**config.mk**
```make
export PLATFORM = sky130hd
export DESIGN_NAME = georgios_core
export DESIGN_NICKNAME = d
export VERILOG_FILES = /design/src/rtl/georgios_core.sv
export SDC_FILE = /design/constraint.sdc
export NUM_CORES = 1
export LEC_CHECK = 0
export BUFFER_PORTS_ARGS = -buffer_cell sky130_fd_sc_hd__buf_2
export CORE_UTILIZATION = 55
export DETAILED_ROUTE_END_ITERATION = 7
export PLACE_DENSITY = 0.87
export SLEW_MARGIN = 20
export SYNTH_ARGS = -nofsm -noshare
export SYNTH_HDL_FRONTEND = slang
export SYNTH_SLANG_ARGS = --single-unit
```
**constraint.sdc**
```tcl
create_clock -name clock -period 4.9 [get_ports clock]
set_input_delay 1.225 -clock clock [delete_from_list [all_inputs] [get_ports clock]]
set_output_delay 1.225 -clock clock [all_outputs]
set_load 0.005 [all_outputs]
```
**src/rtl/georgios_core.sv**
```systemverilog
// Two-stage execute core: decode register, 16-entry register file, add/sub ALU.
// Optional macro R0_ZERO_EN makes r0 a hard-wired zero register.
module georgios_core #(
  parameter int w       = 8,
  parameter int sel_w   = 4,
  parameter int flags_w = 6,
  parameter int op_w    = 3
) (
  input  logic                 clock,
  input  logic                 reset,
  input  logic [op_w-1:0]      i0,
  input  logic [w-1:0]         i1,
  input  logic [w-1:0]         i2,
  input  logic [w-1:0]         i3,
  output logic [w-1:0]         result,
  output logic                 status,
  output logic [w-1:0]         x,
  output logic [w-1:0]         y,
  output logic [0:flags_w-1]   flags
);

  localparam logic [op_w-1:0] OP_NOP  = 3'd0;
  localparam logic [op_w-1:0] OP_ADD  = 3'd1;
  localparam logic [op_w-1:0] OP_SUB  = 3'd2;
  localparam logic [op_w-1:0] OP_ADDI = 3'd3;
  localparam logic [op_w-1:0] OP_SUBI = 3'd4;
  localparam logic [op_w-1:0] OP_LI   = 3'd5;
  localparam logic [op_w-1:0] OP_MOV  = 3'd6;
  localparam logic [op_w-1:0] OP_CMP  = 3'd7;

  localparam int nregs = 2 ** sel_w;

  logic [0:flags_w-1] flags_d;
  logic               alu_sub_d;

  logic [0:flags_w-1] flags_q;
  logic               alu_sub_q;
  logic [w-1:0]       i1_q;
  logic [w-1:0]       i2_q;
  logic [sel_w-1:0]   i3_q;

  logic [w-1:0]       r [nregs];

  logic               x_enb, y_enb, z_enb, b_imm, z_imm, st_enb;
  logic [sel_w-1:0]   sel_x, sel_y;
  logic [w-1:0]       rd_x, rd_y;
  logic [w-1:0]       alu_b;
  logic [w:0]         alu_full;
  logic [w-1:0]       wdata;
  logic               wr_en;

  // Flag order is x_enb, y_enb, z_enb, b_imm, z_imm, st_enb (bit 0 first).
  always_comb begin
    flags_d   = '0;
    alu_sub_d = 1'b0;
    case (i0)
      OP_NOP:  flags_d = 6'b000000;
      OP_ADD:  flags_d = 6'b111001;
      OP_SUB:  begin flags_d = 6'b111001; alu_sub_d = 1'b1; end
      OP_ADDI: flags_d = 6'b101101;
      OP_SUBI: begin flags_d = 6'b101101; alu_sub_d = 1'b1; end
      OP_LI:   flags_d = 6'b001010;
      OP_MOV:  flags_d = 6'b101000;
      OP_CMP:  begin flags_d = 6'b110001; alu_sub_d = 1'b1; end
      default: flags_d = '0;
    endcase
  end

  always_ff @(posedge clock) begin
    if (reset) begin
      flags_q   <= '0;
      alu_sub_q <= 1'b0;
      i1_q      <= '0;
      i2_q      <= '0;
      i3_q      <= '0;
    end else begin
      flags_q   <= flags_d;
      alu_sub_q <= alu_sub_d;
      i1_q      <= i1;
      i2_q      <= i2;
      i3_q      <= i3[sel_w-1:0];
    end
  end

  assign x_enb  = flags_q[0];
  assign y_enb  = flags_q[1];
  assign z_enb  = flags_q[2];
  assign b_imm  = flags_q[3];
  assign z_imm  = flags_q[4];
  assign st_enb = flags_q[5];

  assign sel_x = i1_q[sel_w-1:0];
  assign sel_y = i2_q[sel_w-1:0];

`ifdef R0_ZERO_EN
  assign rd_x  = (sel_x == '0) ? '0 : r[sel_x];
  assign rd_y  = (sel_y == '0) ? '0 : r[sel_y];
  assign wr_en = z_enb && (i3_q != '0);
`else
  assign rd_x  = r[sel_x];
  assign rd_y  = r[sel_y];
  assign wr_en = z_enb;
`endif

  assign x     = x_enb ? rd_x : '0;
  assign y     = y_enb ? rd_y : '0;
  // MOV has both b_imm and y_enb clear, so b collapses to zero.
  assign alu_b = b_imm ? i2_q : y;

  assign alu_full = alu_sub_q ? ({1'b0, x} - {1'b0, alu_b})
                              : ({1'b0, x} + {1'b0, alu_b});
  assign result   = alu_full[w-1:0];
  assign wdata    = z_imm ? i1_q : result;
  assign flags    = flags_q;

  // Reset wins over a pending writeback from the instruction in execute.
  always_ff @(posedge clock) begin
    if (reset) begin
      for (int i = 0; i < nregs; i++) r[i] <= '0;
      status <= 1'b0;
    end else begin
      if (wr_en) r[i3_q] <= wdata;
      if (st_enb) status <= alu_full[w];
    end
  end

endmodule

```
# Word-level counts from Yosys, hierarchy flattened
# Memory sizes are Yosys's and may differ from the RTL's. A register that Yosys moved wholly into a read port is not among the register bits.
# Cells that the tools add are included.
# totals
n_memories	1
elab_cells	38
out_inout_bits	31
reg_bits	28
input_bits	29
mem_bits_rw	128
# op_classes
mux	17
n_reduce_logical	5
n_addsub	2
eq_ne	7
# memory_table
memory	words	width	read_ports	rd_ports_with_merged_regs	write_ports	line	rtl
r	16	8	2	2	16	42	logic [w-1:0] r [nregs];
# ops
op	n
2-to-1 mux 8 bit	5
one-hot mux 6 bit (6 select lines)	1
equality test 3 bit (second input constant)	4
2-to-1 mux 4 bit	3
adder 8 x 8 -> 9 bit	1
2-to-1 mux 9 bit	1
subtractor 8 x 8 -> 9 bit	1
OR reduction 8 bit	1
2-to-1 mux 1 bit	7
equality test 3 x 2 -> 1 bit (second input constant)	2
OR reduction 2 bit	2
equality test 3 x 1 -> 1 bit (second input constant)	1
logical NOT 3 bit	1
OR reduction 3 bit	1

# Logic depth before layout (Yosys ltp)
# Gate-level depths: netlist (run 1).
# depth
word_depth	6
ltp_mapped	20
mapped_depth_nobuf	16

# Worst setup path after synthesis (run 1)
# No wires, ideal clock.
# synth_timing
path_type	reg-to-output
startpoint	register, netlist name i1_q[0]
endpoint	output port result[7]
path_slack_ns	-0.195
t_arrival_ns	3.870
n_path_buf	3
path_stages_with_launch	16
required_ns	3.675
path_cell_list	dfxtp_1 clkbuf_1 buf_1 mux4_2 mux4_2 and2_1 ha_1 nor2b_1 o21ai_0 a21boi_0 o21a_1 o21ai_0 nand2b_1 a21oi_1 xnor2_1 buf_4
# synth_lines
item	line	rtl
end, declared	15	output logic [w-1:0] result,

# Final worst setup path (run 1)
# layout_timing
startpoint	register i2_q[1]
endpoint	output port result[7]
# layout_between
elab_chain_cells	3
elab_cells_between_ends	4
cone_classes	2 x add/sub; 2 x mux
# layout_rtl
item	line	rtl
start, declared	39	logic [w-1:0] i2_q;
start signal, assigned	80	i2_q <= i2;
2-to-1 mux 8 bit *	108	assign alu_b = b_imm ? i2_q : y;
adder 8 x 8 -> 9 bit / subtractor 8 x 8 -> 9 bit (equally long branches)	111, 110	
2-to-1 mux 9 bit *	110	assign alu_full = alu_sub_q ? ({1'b0, x} - {1'b0, alu_b})
# Every way passes the cells marked *; elsewhere a longest branch is shown, timed or not.

==> metrics.md, run 1 <==
| Metric | Value |
|---|---|
| IO Port Bufs | 55 |
| Number of flops mapped to enable cells by yosys | 128 |
| Initial DRT Pass Iterations | 8 |
| GRT Total Usage | 32.4% |
| Initial core utilization | 56.8% |
| Post-synthesis async set-or-reset flop share | 0% |
| WP data arrival | 4.12 ns |
| Vias | 6,536 |
| Final non-filler cell total | 946 |
| Ranking of synthesized cells by area | edfxtp_1, mux4_2, dfxtp_1, nor2_1, mux2i_1 |
| Root Buffer | clkbuf_16 |
| PwrDens | 406 nW/µm² |
| Worst-Margin Slew | 0.790 ns |
| RSZ-0062 raised after global routing | true |
| Cells after Synth | 655 |
| Avg Cell Area, Syn | 12.7 µm² |
| Post-synth top flop | edfxtp_1 |
| Initial antenna violation count | 0 |
| WL final | 25,800 µm |
| #FFs+latches synth | 156 |
| Total Neg Setup Slack | -1.17 ns |
| Design area | 10,100 µm² |
| Dpl hpwl | 16,100 µm |
| First-pass GRT wire length | 36,700 µm |
| Reg2reg path depth | 17 |
| Final WS setup | -0.441 ns |
| Number of global-route vias before repair | 6,380 |
| Fraction of layout cells with a size suffix above 1 | 35.7% |
| Violated checks | DRC, setup timing |
| Vias per inst | 6.91 |
| Critical Path RT | 3.67 ns |
| HP Class | reg2reg |
| Shortest period the worst path allows | 5.34 ns |
| # setup viols final | 5 |
| Slew margin rel. | 46.6% |
| Crit-path max FO | 6 |
| Final Cycle Share | 109% |
| YS warnings | 0 |
| Reg clk slew, reported paths | 0.07 ns |
| Most common cell in the netlist | nor2_1 |
| CTS Sinks | 156 |
| Core area | 14,600 µm² |
| Worst R2R Setup Slack | 0.41 ns |
| Hold path depth | 1 |
| Worst vdd ir | 281 µV |
| Hold_sp | flags[5] |
| Outcome | finished with violations |
| FP Rows | 44 |
| Clock buffer depth | 2 |
| Max Cap Violations | 0 |
| CTS tree | built |
| Area grow syn2layout | 21.8% |
| Mapped Nets | 694 |
| Die area | 15,600 µm² |
| Cell variety after synth | 50 |
| Fmax | 187 MHz |
| R2r endpoint | r[5][7] |
| Critical Path Sink Type | primary output |
| Pwr Total | 4.11 mW |
| Number of antenna diodes | 0 |
| Per-cell routed wire length | 27.3 µm |
| Setup crit start kind | register |
| Final Skew | 0.0102 ns |
| Fillcell total | 901 |
| H-tree levels | 4 |
| Critical path class | reg2out |
| Post-route ant nets | 0 |
| I/O pin count | 60 |
| Area after detailed placement | 8980 µm² |
| Pins Over Slew Limit | 0 |
| Synth top cells by count | nor2_1, edfxtp_1, mux4_2 |
| Post-Place Cells | 889 |
| Routability cong. | 0.958 |
| Final #Nets | 788 |
| Chip Width | 125 µm |
| Synth Cell Area | 8310 µm² |
| Cell taking the most area after synthesis | edfxtp_1 |
| Final Hold Fails | 0 |
| Post-synth top area share | 46.2% |
| Seq/Total Area, Yosys | 53.0% |
| # DRC | 4 |
| Die Height | 125 µm |
| Initial DRC Count | 1,004 |
| Largest net degree at the start of global routing | 45 |
| Total gr overflow | 0 |
| LEAKAGE | 3.78 nW |
| FF-to-FF Start | i2_q[0] |
| CTS Buf Count | 17 |
| Worst-Skew Late Latency | 0.44 ns |
| WHS Endpoint | status |
| Cts hold-fix bufs | 0 |
[layout make-up]
| cell class | count | area [µm²] | area share, % |
|---|---|---|---|
| Clock buffer | 21 | 450 | 4.45 |
| Clock inverter | 11 | 193 | 1.90 |
| Timing Repair Buffer | 129 | 938 | 9.27 |
| Multi-Input combinational cell | 434 | 3850 | 38.0 |
| Tap cell | 184 | 230 | 2.27 |
| Sequential cell | 156 | 4420 | 43.7 |
| Inverter | 11 | 41.3 | 0.408 |
[critical path, stage by stage, from the launching register on]
cell	delay, ns
dfxtp_4	0.38
buf_12	0.14
buf_12	0.12
buf_4	0.12
mux2i_1	0.23
o22ai_2	0.12
or3_4	0.38
a311o_1	0.37
inv_1	0.14
a21oi_4	0.07
xnor2_2	0.16
ha_1	0.33
a21boi_2	0.20
o21a_1	0.22
o21ai_2	0.14
nand2b_1	0.10
a21oi_2	0.17
xnor2_1	0.14
buf_2	0.14
[where the power goes]
group | internal, mW | switching, mW
logic | 0.466 | 0.629
clock network | 0.916 | 0.547
registers | 1.49 | 0.0541
[cells in the final DEF (no fill, tap or decap), drive strengths merged, types with 4 or more instances in the layout]
| cell | count |
|---|---|
| nor2 | 143 |
| buf | 129 |
| edfxtp | 128 |
| mux4 | 64 |
| nor2b | 30 |
| dfxtp | 28 |
| mux2i | 28 |
| nand2 | 25 |
| nand2b | 22 |
| clkbuf | 21 |
| and2 | 15 |
| a21oi | 15 |
| inv | 11 |
| xnor2 | 10 |
| ha | 9 |
| o21ai | 8 |
| nand3 | 6 |
| mux2 | 6 |
| bufinv | 5 |
| nor3 | 5 |
| o21a | 4 |
| clkinvlp | 4 |
| a31oi | 4 |
[sequential cells by signal (all words and copies together) (netlist names)]
signal / flops
r: 128
i2_q: 8
flags: 6
i1_q: 8
i3_q: 4
alu_sub_q: 1
status: 1
[layer usage]
| layer | global-route usage [%] | wire [µm] | vias to the layer above | share of wire (%) |
|---|---|---|---|---|
| li1 | - | - | 2599 | - |
| met1 | 39.5 | 8520 | 3167 | 33 |
| met2 | 52.2 | 12300 | 608 | 48 |
| met3 | 8.26 | 3080 | 162 | 12 |
| met4 | 20.1 | 1870 | 0 | 7.2 |
| met5 | 0 | 0 | - | 0 |
[cells by family after synthesis]
logic type / Yosys count / share of synthesized area, %
AO/OA/AOI/OAI: 52 / 4.18
buffers and inverters: 65 / 3.55
XOR/XNOR: 13 / 1.37
AND/OR/NAND/NOR: 261 / 14.8
adder cells (fa/ha/maj): 10 / 1.60
multiplexers: 98 / 21.5
flip-flops: 156 / 53.0
[worst max path at each step]
stage | start | to | depth (start not counted)
after global routing | i2_q[1] | result[7] | 17
after detailed placement | i2_q[1] | result[7] | 17
final | i2_q[1] | result[7] | 18
after CTS | i2_q[1] | result[7] | 17
after global placement | i2_q[1] | result[7] | 17
after floorplan | i1_q[0] | result[7] | 14
[through the flow]
step | hold slack, ns | util, % | setup slack, ns
final | 0.525 | 69.1 | -0.441
after global routing | 0.553 | 69.1 | -0.601
after CTS | 0.505 | 67.6 | -0.309
after detailed placement | 0.494 | 61.3 | -0.207
after global placement | 0.463 | 61.3 | -0.0558
after floorplan | 0.477 | - | 0.0139
[what timing repair did]
action	in CTS	in global routing
setup buffers	17	13
setup endpoints to repair	5	5
resized for setup	37	32
pin swaps	17	19
Power figures use the tool's default switching activity.
==> run 2: changes to the inputs <==
RECOVER_POWER = 100   (was not set)
==> run 2 against run 1 <==
  * The run ends with DRC, capacitance limit, slew limit, setup timing left
  * Sequential cell count did not move
  * Via count rose by 0.11%
  * Combinational power barely moved
  * Sequential share of layout area barely moved
  * Register-to-register slack got worse by 0.03 ns
  * Non-clock buffer count did not move
  * Worst setup slack improved by 0.0041 ns
  * First-iteration DRC count fell by 0.40%
  * Clock power barely moved
  * Count of clock-buffer cells in the layout did not move
  * Maximum frequency barely moved
  * Critical path type unchanged
  * Highest routed layer unchanged
==> metrics.md, run 2 (same netlist as run 1, synthesis figures left out) <==
| Metric | Value |
|---|---|
| # DRC | 4 |
| CTS Buf Count | 17 |
| Routed wl met3 | 3080 µm |
| Post-route ant nets | 0 |
| Final WS setup | -0.437 ns |
| Critical Path RT | 3.67 ns |
| Commonest cells after routing, fill and taps aside | nor2_1, edfxtp_1, mux4_2 |
| Worst-Skew Late Latency | 0.44 ns |
| H-tree levels | 4 |
| RSZ-0062 raised after global routing | true |
| Worst vdd ir | 281 µV |
| Number of global-route vias before repair | 6,380 |
| Int Power | 2.87 mW |
| Logic pwr share | 26.7% |
| FP Rows | 44 |
| Regs by FF count | r x128, i1_q x8, i2_q x8 |
| Shortest period the worst path allows | 5.34 ns |
| WL final | 25,900 µm |
| CP dominant cell by count | buf_12 |
| Initial antenna violation count | 0 |
| WP data arrival | 4.11 ns |
| I/O pin count | 60 |
| Chip Width | 125 µm |
| Crit-path max FO | 6 |
| Number of antenna diodes | 0 |
| Slowest cell on the critical path | dfxtp_4 |
| Final non-filler cell total | 946 |
| Area after detailed placement | 8980 µm² |
| M1 WL | 8470 µm |
| Sequential share of power | 37.7% |
| Max Cap Violations | 1 |
| # setup viols final | 5 |
| First-pass GRT wire length | 36,700 µm |
| Total gr overflow | 0 |
| Per-cell routed wire length | 27.4 µm |
| PwrDens | 406 nW/µm² |
| Initial DRT Pass Iterations | 8 |
| Critical Path Sink Type | primary output |
| NetSw | 1.23 mW |
| GRT Total Usage | 32.4% |
| Violated checks | DRC, capacitance limit, slew limit, setup timing |
| Die area | 15,600 µm² |
| Initial DRC Count | 1,000 |
| Routed wl met2 | 12,400 µm |
| Vias per inst | 6.92 |
| Max layer used | met4 |
| Initial core utilization | 56.8% |
| Fraction of layout cells with a size suffix above 1 | 35.2% |
| HP Class | reg2reg |
| Area grow syn2layout | 21.6% |
| Final Skew | 0.0119 ns |
| Pins Over Slew Limit | 45 |
| Fmax | 187 MHz |
| Crit path buffers/inverters | 5 |
| Worst-Margin Slew | 2.03 ns |
| Final Hold Fails | 0 |
| Core area | 14,600 µm² |
| Post-Place Cells | 889 |
| Setup crit start kind | register |
| Slowest stage delay, CP | 0.38 ns |
| Outcome | finished with violations |
| CTS Sinks | 156 |
| CTS tree | built |
| Number of flip-flops in the largest register | 128 |
| Reg with most FFs | r |
| Dpl hpwl | 16,100 µm |
| Most common cell after layout, fill and taps aside | nor2_1 |
| Fillcell total | 904 |
| Pre-CTS WS | -0.207 ns |
| Clock buffer depth | 2 |
| Clk pwr share | 35.6% |
| Reg area | 4420 µm² |
| Vias | 6,543 |
| Routability cong. | 0.958 |
| Design area | 10,100 µm² |
| Final Cycle Share | 109% |
| Root Buffer | clkbuf_16 |
| Largest net degree at the start of global routing | 45 |
| LEAKAGE | 3.76 nW |
| Switching share of power | 30.0% |
| Final #Nets | 788 |
| Die Height | 125 µm |
| Critical Path, Cell by Cell | buf_12 -> buf_12 -> buf_4 -> mux2i_1 -> o22ai_2 -> or3_4 -> a311o_1 -> inv_1 -> a21oi_4 -> xnor2_2 -> ha_1 -> a21boi_2 -> o21a_1 -> o21ai_2 -> nand2b_1 -> a21oi_2 -> xnor2_1 -> buf_2 |
| Reg clk slew, reported paths | 0.07 ns |
| IO Port Bufs | 55 |
| Crit path max-delay family | compound AO/OA/AOI/OAI gates |
| Slew margin rel. | -35.3% |
| Multi-input logic area | 3850 µm² |
| Critical path class | reg2out |
## run 2: changes by cell type in the layout (fill, tap and decap cells not counted)
| cell | before | now |
|---|---|---|
| buf_2 | 55 | 53 |
| buf_4 | 59 | 57 |
| clkbuf_1 | 3 | 7 |
## run 2: cell type report
class | instances | share of cell area, %
Clock buffer | 21 | 4.46
Multi-Input combinational cell | 434 | 38.1
Tap cell | 184 | 2.28
Timing Repair Buffer | 129 | 9.18
Inverter | 11 | 0.408
Clock inverter | 11 | 1.91
Sequential cell | 156 | 43.7
## run 2: repair_timing
action,4_1_cts,5_1_grt
hold buffers,0,0
endpoints found under the setup margin,5,5
setup buffers,17,13
gates cloned,0,0
pin swaps,17,19
gates resized for setup,37,32
## run 2: power by group through the flow
stage	sequential [mW]	combinational, mW	clock (mW)
2_1_floorplan	1.54	0.562	0
3_3_place_gp	1.56	0.816	0
3_5_place_dp	1.57	0.838	0
4_1_cts	1.54	0.937	1.45
5_1_grt	1.55	1.13	1.51
6_report	1.55	1.10	1.46
## run 2: path summary, 6_finish.rpt
check	start	end	slack, ns	cells after the start
hold reg to reg	flags[5]	status	0.52	1
setup reg to reg	i2_q[1]	status	0.38	23
setup / recovery	i2_q[1]	result[7]	-0.44	18
hold / removal	flags[5]	status	0.52	1
## run 2: worst register-to-register path, delay by kind of cell, from the launching register on
kind / cells / cell delay [ns]
flops: 1 / 0.38
mux: 1 / 0.23
buf+inv: 10 / 1.21
compound gates: 7 / 1.26
simple gates: 2 / 0.51
xor+xnor: 2 / 0.41
fa+ha+maj: 1 / 0.33
## run 2: through the flow
step           hold WS (ns)  setup TNS [ns]  total power [mW]  utilization (%)
5_1_grt               0.553           -1.49              4.19             69.0
2_1_floorplan         0.477               0              2.10                -
3_3_place_gp          0.463         -0.0558              2.38             61.3
4_1_cts               0.505          -0.567              3.93             67.6
6_report              0.522           -1.16              4.10             69.0
3_5_place_dp          0.494          -0.271              2.41             61.3
## run 2: per-layer routing
metal,track usage [%],vias up
li1,-,2598
met1,39.5,3178
met2,52.2,597
met3,8.26,170
met4,20.1,0
met5,0,-
